File: src/rtl/fetch_unit_pkg.sv
// Shared definitions for the fetch stage: FSM state encodings,
// instruction field split and the NOP opcode used as the IR reset value.
package fetch_unit_pkg;

  typedef enum logic [1:0] {
    FS_IDLE  = 2'd0,
    FS_FETCH = 2'd1,
    FS_EXEC  = 2'd2,
    FS_FAULT = 2'd3
  } fs_state_e;

  // Opcode occupies the top OP_WIDTH bits of the instruction word,
  // the immediate takes everything below it.
  localparam int unsigned OP_WIDTH = 4;

  localparam logic [OP_WIDTH-1:0] OP_NOP = 4'h0;

endpackage

File: src/rtl/fetch_unit_if.sv
// Program ROM request/acknowledge bus between the fetch stage and ROM.
interface fetch_unit_if #(
  parameter int unsigned ADDR_WIDTH = 4,
  parameter int unsigned DATA_WIDTH = 8
);

  logic [ADDR_WIDTH-1:0] rom_addr;
  logic                  rom_req;
  logic                  rom_ack;
  logic [DATA_WIDTH-1:0] rom_data;

  modport master (
    output rom_addr,
    output rom_req,
    input  rom_ack,
    input  rom_data
  );

  modport slave (
    input  rom_addr,
    input  rom_req,
    output rom_ack,
    output rom_data
  );

endinterface

File: src/rtl/fetch_unit_pc_counter.sv
// Program counter register: async reset to zero, synchronous load,
// and increment that wraps modulo 2^ADDR_WIDTH.
module pc_counter #(
  parameter int unsigned ADDR_WIDTH = 4
) (
  input  logic                  clk,
  input  logic                  reset,
  input  logic                  load,
  input  logic [ADDR_WIDTH-1:0] load_data,
  input  logic                  inc,
  output logic [ADDR_WIDTH-1:0] q
);

  // Load has priority over increment; otherwise hold.
  always_ff @(posedge clk or posedge reset) begin
    if (reset) begin
      q <= '0;
    end else if (load) begin
      q <= load_data;
    end else if (inc) begin
      q <= q + 1'b1;
    end
  end

endmodule

File: src/rtl/fetch_unit.sv
// Instruction fetch stage: holds the PC, fetches instruction words from
// program ROM over req/ack, latches them into the IR for the decoder and
// applies jump loads from execute. Free-run, single-step, ROM timeout.
module fetch_unit
  import fetch_unit_pkg::*;
#(
  parameter int unsigned ADDR_WIDTH  = 4,
  parameter int unsigned DATA_WIDTH  = 8,
  parameter int unsigned ACK_TIMEOUT = 15
) (
  input  logic                           clk,
  input  logic                           reset,
  input  logic                           run,
  input  logic                           step,
  fetch_unit_if.master                   rom,
  output logic [OP_WIDTH-1:0]            op_out,
  output logic [DATA_WIDTH-OP_WIDTH-1:0] im_out,
  output logic                           instr_valid,
  input  logic                           pc_load,
  input  logic [ADDR_WIDTH-1:0]          pc_load_data,
  output logic [ADDR_WIDTH-1:0]          pc_out,
  output logic                           halted,
  output logic                           fault
);

  localparam int unsigned CNT_WIDTH = $clog2(ACK_TIMEOUT + 1);
  localparam logic [CNT_WIDTH-1:0] CNT_LAST = CNT_WIDTH'(ACK_TIMEOUT - 1);

  fs_state_e             state, state_nxt;
  logic [DATA_WIDTH-1:0] ir;
  logic [CNT_WIDTH-1:0]  wait_cnt, wait_cnt_nxt;
  logic                  req;
  logic                  ir_load;
  logic                  pc_ld;
  logic                  pc_inc;

  // State and ROM wait counter registers.
  always_ff @(posedge clk or posedge reset) begin
    if (reset) begin
      state    <= FS_IDLE;
      wait_cnt <= '0;
    end else begin
      state    <= state_nxt;
      wait_cnt <= wait_cnt_nxt;
    end
  end

  // Next-state and per-state outputs; rom_ack only matters in FETCH,
  // pc_load only in EXEC. The timeout fires on the ACK_TIMEOUT-th wait cycle.
  always_comb begin
    state_nxt    = state;
    wait_cnt_nxt = '0;
    req          = 1'b0;
    ir_load      = 1'b0;
    instr_valid  = 1'b0;
    halted       = 1'b0;
    fault        = 1'b0;
    pc_ld        = 1'b0;
    pc_inc       = 1'b0;
    unique case (state)
      FS_IDLE: begin
        halted = 1'b1;
        if (run || step) begin
          state_nxt = FS_FETCH;
        end
      end
      FS_FETCH: begin
        req = 1'b1;
        if (rom.rom_ack) begin
          ir_load   = 1'b1;
          state_nxt = FS_EXEC;
        end else if (wait_cnt == CNT_LAST) begin
          state_nxt = FS_FAULT;
        end else begin
          wait_cnt_nxt = wait_cnt + 1'b1;
        end
      end
      FS_EXEC: begin
        instr_valid = 1'b1;
        pc_ld       = pc_load;
        pc_inc      = !pc_load;
        state_nxt   = run ? FS_FETCH : FS_IDLE;
      end
      FS_FAULT: begin
        fault = 1'b1;
      end
      default: begin
        state_nxt = FS_IDLE;
      end
    endcase
  end

  // Instruction register: changes only on an accepted ROM word.
  always_ff @(posedge clk or posedge reset) begin
    if (reset) begin
      ir <= {OP_NOP, {(DATA_WIDTH-OP_WIDTH){1'b0}}};
    end else if (ir_load) begin
      ir <= rom.rom_data;
    end
  end

  pc_counter #(
    .ADDR_WIDTH(ADDR_WIDTH)
  ) u_pc (
    .clk      (clk),
    .reset    (reset),
    .load     (pc_ld),
    .load_data(pc_load_data),
    .inc      (pc_inc),
    .q        (pc_out)
  );

  assign rom.rom_req  = req;
  assign rom.rom_addr = pc_out;
  assign op_out       = ir[DATA_WIDTH-1 -: OP_WIDTH];
  assign im_out       = ir[DATA_WIDTH-OP_WIDTH-1:0];

endmodule

File: src/flat_wrapper.sv
// flat-port wrapper written by rule: the top's interface ports become plain ports
module fetch_unit_flat import fetch_unit_pkg::*;
#(
  parameter int unsigned ADDR_WIDTH  = 4,
  parameter int unsigned DATA_WIDTH  = 8,
  parameter int unsigned ACK_TIMEOUT = 15
)
  (clk, reset, run, step, op_out, im_out, instr_valid, pc_load, pc_load_data, pc_out, halted, fault, rom_rom_addr, rom_rom_req, rom_rom_ack, rom_rom_data);
  fetch_unit_if #(.ADDR_WIDTH(ADDR_WIDTH), .DATA_WIDTH(DATA_WIDTH)) rom_i ();
  input  logic clk;
  input  logic reset;
  input  logic run;
  input  logic step;
  output logic [OP_WIDTH-1:0] op_out;
  output logic [DATA_WIDTH-OP_WIDTH-1:0] im_out;
  output logic instr_valid;
  input  logic pc_load;
  input  logic [ADDR_WIDTH-1:0] pc_load_data;
  output logic [ADDR_WIDTH-1:0] pc_out;
  output logic halted;
  output logic fault;
  output wire logic [$bits(rom_i.rom_addr)-1:0] rom_rom_addr;
  output wire logic [$bits(rom_i.rom_req)-1:0] rom_rom_req;
  input wire logic [$bits(rom_i.rom_ack)-1:0] rom_rom_ack;
  input wire logic [$bits(rom_i.rom_data)-1:0] rom_rom_data;
  assign rom_rom_addr = rom_i.rom_addr;
  assign rom_rom_req = rom_i.rom_req;
  assign rom_i.rom_ack = rom_rom_ack;
  assign rom_i.rom_data = rom_rom_data;
  fetch_unit #(.ADDR_WIDTH(ADDR_WIDTH), .DATA_WIDTH(DATA_WIDTH), .ACK_TIMEOUT(ACK_TIMEOUT)) u_core (.clk(clk), .reset(reset), .run(run), .step(step), .rom(rom_i), .op_out(op_out), .im_out(im_out), .instr_valid(instr_valid), .pc_load(pc_load), .pc_load_data(pc_load_data), .pc_out(pc_out), .halted(halted), .fault(fault));
endmodule
File: config.mk
export PLATFORM = sky130hd
export DESIGN_NAME = fetch_unit_flat
export DESIGN_NICKNAME = d
export VERILOG_FILES = /design/src/rtl/fetch_unit_pkg.sv /design/src/rtl/fetch_unit_if.sv /design/src/rtl/fetch_unit_pc_counter.sv /design/src/rtl/fetch_unit.sv /design/src/flat_wrapper.sv
export SDC_FILE = /design/constraint.sdc
export NUM_CORES = 1
export LEC_CHECK = 0
export ABC_AREA = 0
export CORE_ASPECT_RATIO = 1.25
export CORE_UTILIZATION = 41
export CTS_BUF_LIST = sky130_fd_sc_hd__clkbuf_16
export DETAILED_ROUTE_END_ITERATION = 16
export GPL_TIMING_DRIVEN = 0
export PLACE_DENSITY = 0.75
export SYNTH_ARGS = -nofsm -noshare
export SYNTH_HDL_FRONTEND = slang
export SYNTH_HIERARCHICAL = 1
export SYNTH_SLANG_ARGS = --single-unit
File: constraint.sdc
create_clock -name clk -period 2.15 [get_ports clk]
set_input_delay 0.645 -clock clk [delete_from_list [all_inputs] [get_ports clk]]
set_output_delay 0.645 -clock clk [all_outputs]
set_load 0.05 [all_outputs]
==> flow_summary.rst <==
.. list-table::
   :header-rows: 1

   * - Metric
     - Value
   * - Number of vias after detailed routing
     - 684
   * - Max-Cap Viols
     - 0
   * - Net Switching
     - between 1 and 1.5 mW
   * - Cell area after synthesis
     - 891 um^2
   * - First-pass DRT Iterations
     - 9
   * - Number of endpoints with negative hold slack in the final report
     - 0
   * - Sequential cell fraction of total power
     - 24.6%
   * - Reg2reg start
     - u_core/state[0]
   * - CP max stage delay
     - 0.81 ns
   * - Critical path data arrival time
     - 1.42 ns
   * - Top cell type's share of synthesized area
     - 50.6%
   * - DP Cell Count
     - 133
   * - Top cell type by total area after synthesis
     - dfrtp_1
   * - Num rows
     - 18
   * - Number of nets at the end of the flow
     - 144
   * - Maximum number of buffers from clock root to sink
     - 2
   * - Startpoint Class
     - flop
   * - Detail-routed via count per cell
     - about 5
   * - Final worst-path setup slack
     - 0.0801 ns
   * - Tightest hold margin
     - 0.498 ns
   * - Relative slew margins
     - 64.6%
   * - Kind of path behind the tightest hold check
     - reg -> reg
   * - Highest ir drop seen on vdd
     - 971 uV
   * - Area of the core region
     - 2000 um^2
   * - Final setup violation count
     - 0
   * - Combinational fraction of design power
     - about three fifths
   * - Type of the worst setup path
     - reg -> out
   * - Via count of the first global-routing pass
     - 712
   * - Final WL
     - approximately 1800 um
   * - Grt met1 use
     - between 10% and 20%
   * - Fmax
     - between 400 and 500 MHz
   * - Transition time at the pin with the least slew margin
     - 0.531 ns
   * - Clock sink total
     - 18
   * - Internal cell power
     - 1.27 mW
   * - Combined buffer and inverter count along the critical path
     - 1
   * - Post-layout utilization of the core
     - between 60% and 70%
   * - Number of register bits inferred by synthesis
     - 18
   * - Cell area power density
     - 1800 nW/um^2
   * - Share of layout cells above drive strength 1
     - approximately 17%
   * - Synthesis Warnings
     - 6
   * - Floorplan die area
     - 2360 um^2
   * - GRT busiest layer
     - met2
   * - Overall power after layout
     - 2.44 mW
   * - Remaining Overflow, GRT
     - 0
   * - Sw Ratio
     - between 40% and 50%
   * - Library cell used as clock root buffer
     - clkbuf_16
   * - Post-CTS setup-driven buffer insertion count
     - 0
   * - Clock network latency to the later pin of the worst-skew pair
     - 0.25 ns
   * - CP cell instances
     - clkdlybuf4s50_1
   * - Clock Skews
     - 0.00424 ns
   * - Max stage delay cell, worst path
     - clkdlybuf4s50_1
   * - Worst Setup End Kind
     - primary output
   * - Reg clk slew, reported paths
     - 0.05 ns
   * - Post-route antenna net violation count
     - 0
   * - Hold Path Depth
     - 1
   * - DP HPWL
     - 1470 um
   * - Failing checks
     - design-rule violations
   * - Register area share after synthesis
     - 50.6%
   * - DRC marker count from the first detailed-route iteration
     - 4
   * - Total number of cells along the worst setup path
     - 1
   * - Wire length of the first global-routing pass
     - 3010 um
   * - DRC viols
     - 2
   * - Final RePlAce weighted congestion
     - 0.735
   * - Run status
     - finished, violations left
   * - Synth area leaders
     - dfrtp_1 51%, mux2_2 11%, ha_1 11%
   * - Total number of H-tree levels
     - 1
   * - Die extent in y
     - 54.1 um
   * - Total I/O pin count
     - 38
   * - Register-to-Register Setup Slack
     - approximately 0.37 ns
   * - Met2 usage
     - 34.8%
   * - Post-Place Setup Slack
     - -0.0690 ns
   * - Number of clock buffers inserted by TritonCTS
     - 3
   * - Pin count of the biggest net entering global routing
     - 15
   * - RSZ-0062 raised after global routing
     - no
   * - Non-filler instance count after layout
     - 137
   * - Final Critical Period
     - 2.07 ns
   * - Hold Path Origin
     - u_core/wait_cnt[0]
   * - CTS tree
     - built
   * - Crit-path max FO
     - 3
   * - Launching element of the worst setup path
     - u_core/u_pc/q[3]
   * - Post-synthesis cell type count
     - 20
   * - Gate Count Post-Synth
     - 76
   * - Growth of design area from synthesis to finish
     - 52.7%
   * - Net count of the mapped netlist
     - 102
   * - Worst R2R Path Depth
     - 6
   * - Chip width
     - 43.7 um
   * - Clock power share
     - 15.0%
   * - Slew Viols, Final
     - 0
   * - Worst Path Required
     - 1.50 ns
   * - Mean instance size in the synthesized netlist
     - 11.7 um^2
   * - Period utilization
     - between 90% and 100%
   * - Met3 capacity usage during global routing
     - 5.03%
   * - Total routing usage reported by global routing
     - around 18%
   * - Initial Utilization
     - 44.4%
   * - Family with the most delay on the worst path
     - buffers and inverters
   * - Count of input and output buffers
     - 37
   * - Final routed wire length divided by cell count
     - 13.2 um
   * - Hold Buf Count CTS
     - 0
   * - Antenna Cells
     - 0
   * - Antenna violations before repair
     - 0
   * - Pleak
     - 0.639 nW
[per-layer routing]
metal / up-vias / part of all wire (%) / routed length, um
li1: 331 / - / -
met1: 321 / 34 / 625
met2: 28 / 56 / 1020
met3: 4 / 8.0 / 145
met4: 0 / 1.1 / 20
met5: - / 0 / 0
[what timing repair did]
action,CTS,global route
pin swaps,0,0
endpoints found under the setup margin,9,3
gates cloned,0,0
gates resized for setup,13,4
endpoints found under the hold margin,0,0
[path summary, 6_finish.rpt]
kind                                 endpoint
max                                 pc_out[3]
max in group asynchronous     u_core/state[1]
max reg2reg                  u_core/u_pc/q[3]
min in group asynchronous    u_core/u_pc/q[1]
min reg2reg                u_core/wait_cnt[0]
min                        u_core/wait_cnt[0]
[cell families after synthesis]
kind of cell               share of synthesized area (%)
DFF                                                 50.6
xor gates and xnor gates                            4.92
AOI/OAI and AO/OA                                   4.78
adders and majority gates                           11.2
and+or+nand+nor                                     10.5
buffers and inverters                               5.48
muxes                                               12.5
[layout make-up]
cell class                      instances  area (um^2)
Buffer                                  4         30.0
Timing Repair Buffer                   37          365
Multi-Input combinational cell         49          392
Clock buffer                            3         75.1
Clock inverter                          1         3.75
Inverter                                5         18.8
Sequential cell                        18          450
Tap cell                               20         25.0
Fill cell                             166          644
[stage by stage]
stage	setup TNS (ns)	instance area [um^2]
6_report	0	1360
5_1_grt	0	1360
4_1_cts	0	1360
3_5_place_dp	-0.110	1290
3_3_place_gp	-0.0398	1290
2_1_floorplan	0	891
[sequential cells by signal (all words and copies together), names as in the netlist]
| register | count |
|---|---|
| u_core/ir | 8 |
| u_core/u_pc/q | 4 |
| u_core/wait_cnt | 4 |
| u_core/state | 2 |
[cell usage in the layout, fill, tap and decap left out, types with 2 or more instances in the layout]
| cell type | instances |
|---|---|
| buf_4 | 4 |
| nor2_1 | 4 |
| nor2b_1 | 2 |
| xnor2_1 | 3 |
| dlygate4sd2_1 | 6 |
| ha_1 | 8 |
| nand2_1 | 8 |
| dlymetal6s2s_1 | 2 |
| clkdlybuf4s15_2 | 2 |
| nand3_1 | 2 |
| dfrtp_1 | 18 |
| clkbuf_16 | 3 |
| xor2_1 | 2 |
| mux2_2 | 9 |
| clkdlybuf4s50_1 | 26 |
| o21ai_0 | 3 |
| inv_1 | 5 |
[synth_stat cells]
library cell,count
o22a_2,1
or2_0,1
nand4_1,1
a211oi_1,1
nor3b_1,1
mux2_2,9
o21ai_0,3
inv_1,5
nor2_1,4
mux2i_1,1
nor2b_1,2
xnor2_1,3
xor2_1,2
and2_1,1
ha_1,8
buf_4,4
dfrtp_1,18
nand2_1,8
nand3_1,2
o32a_1,1
[power groups by stage]
| stage | Clock (mW) | Sequential (mW) | Combinational [mW] |
|---|---|---|---|
| 6_report | 0.366 | 0.601 | 1.48 |
| 5_1_grt | 0.392 | 0.629 | 1.56 |
| 4_1_cts | 0.378 | 0.606 | 1.49 |
| 3_5_place_dp | 0 | 0.611 | 1.54 |
| 3_3_place_gp | 0 | 0.598 | 1.51 |
| 2_1_floorplan | 0 | 0.993 | 0.679 |
No activity file was read; power rests on OpenSTA's default activity.
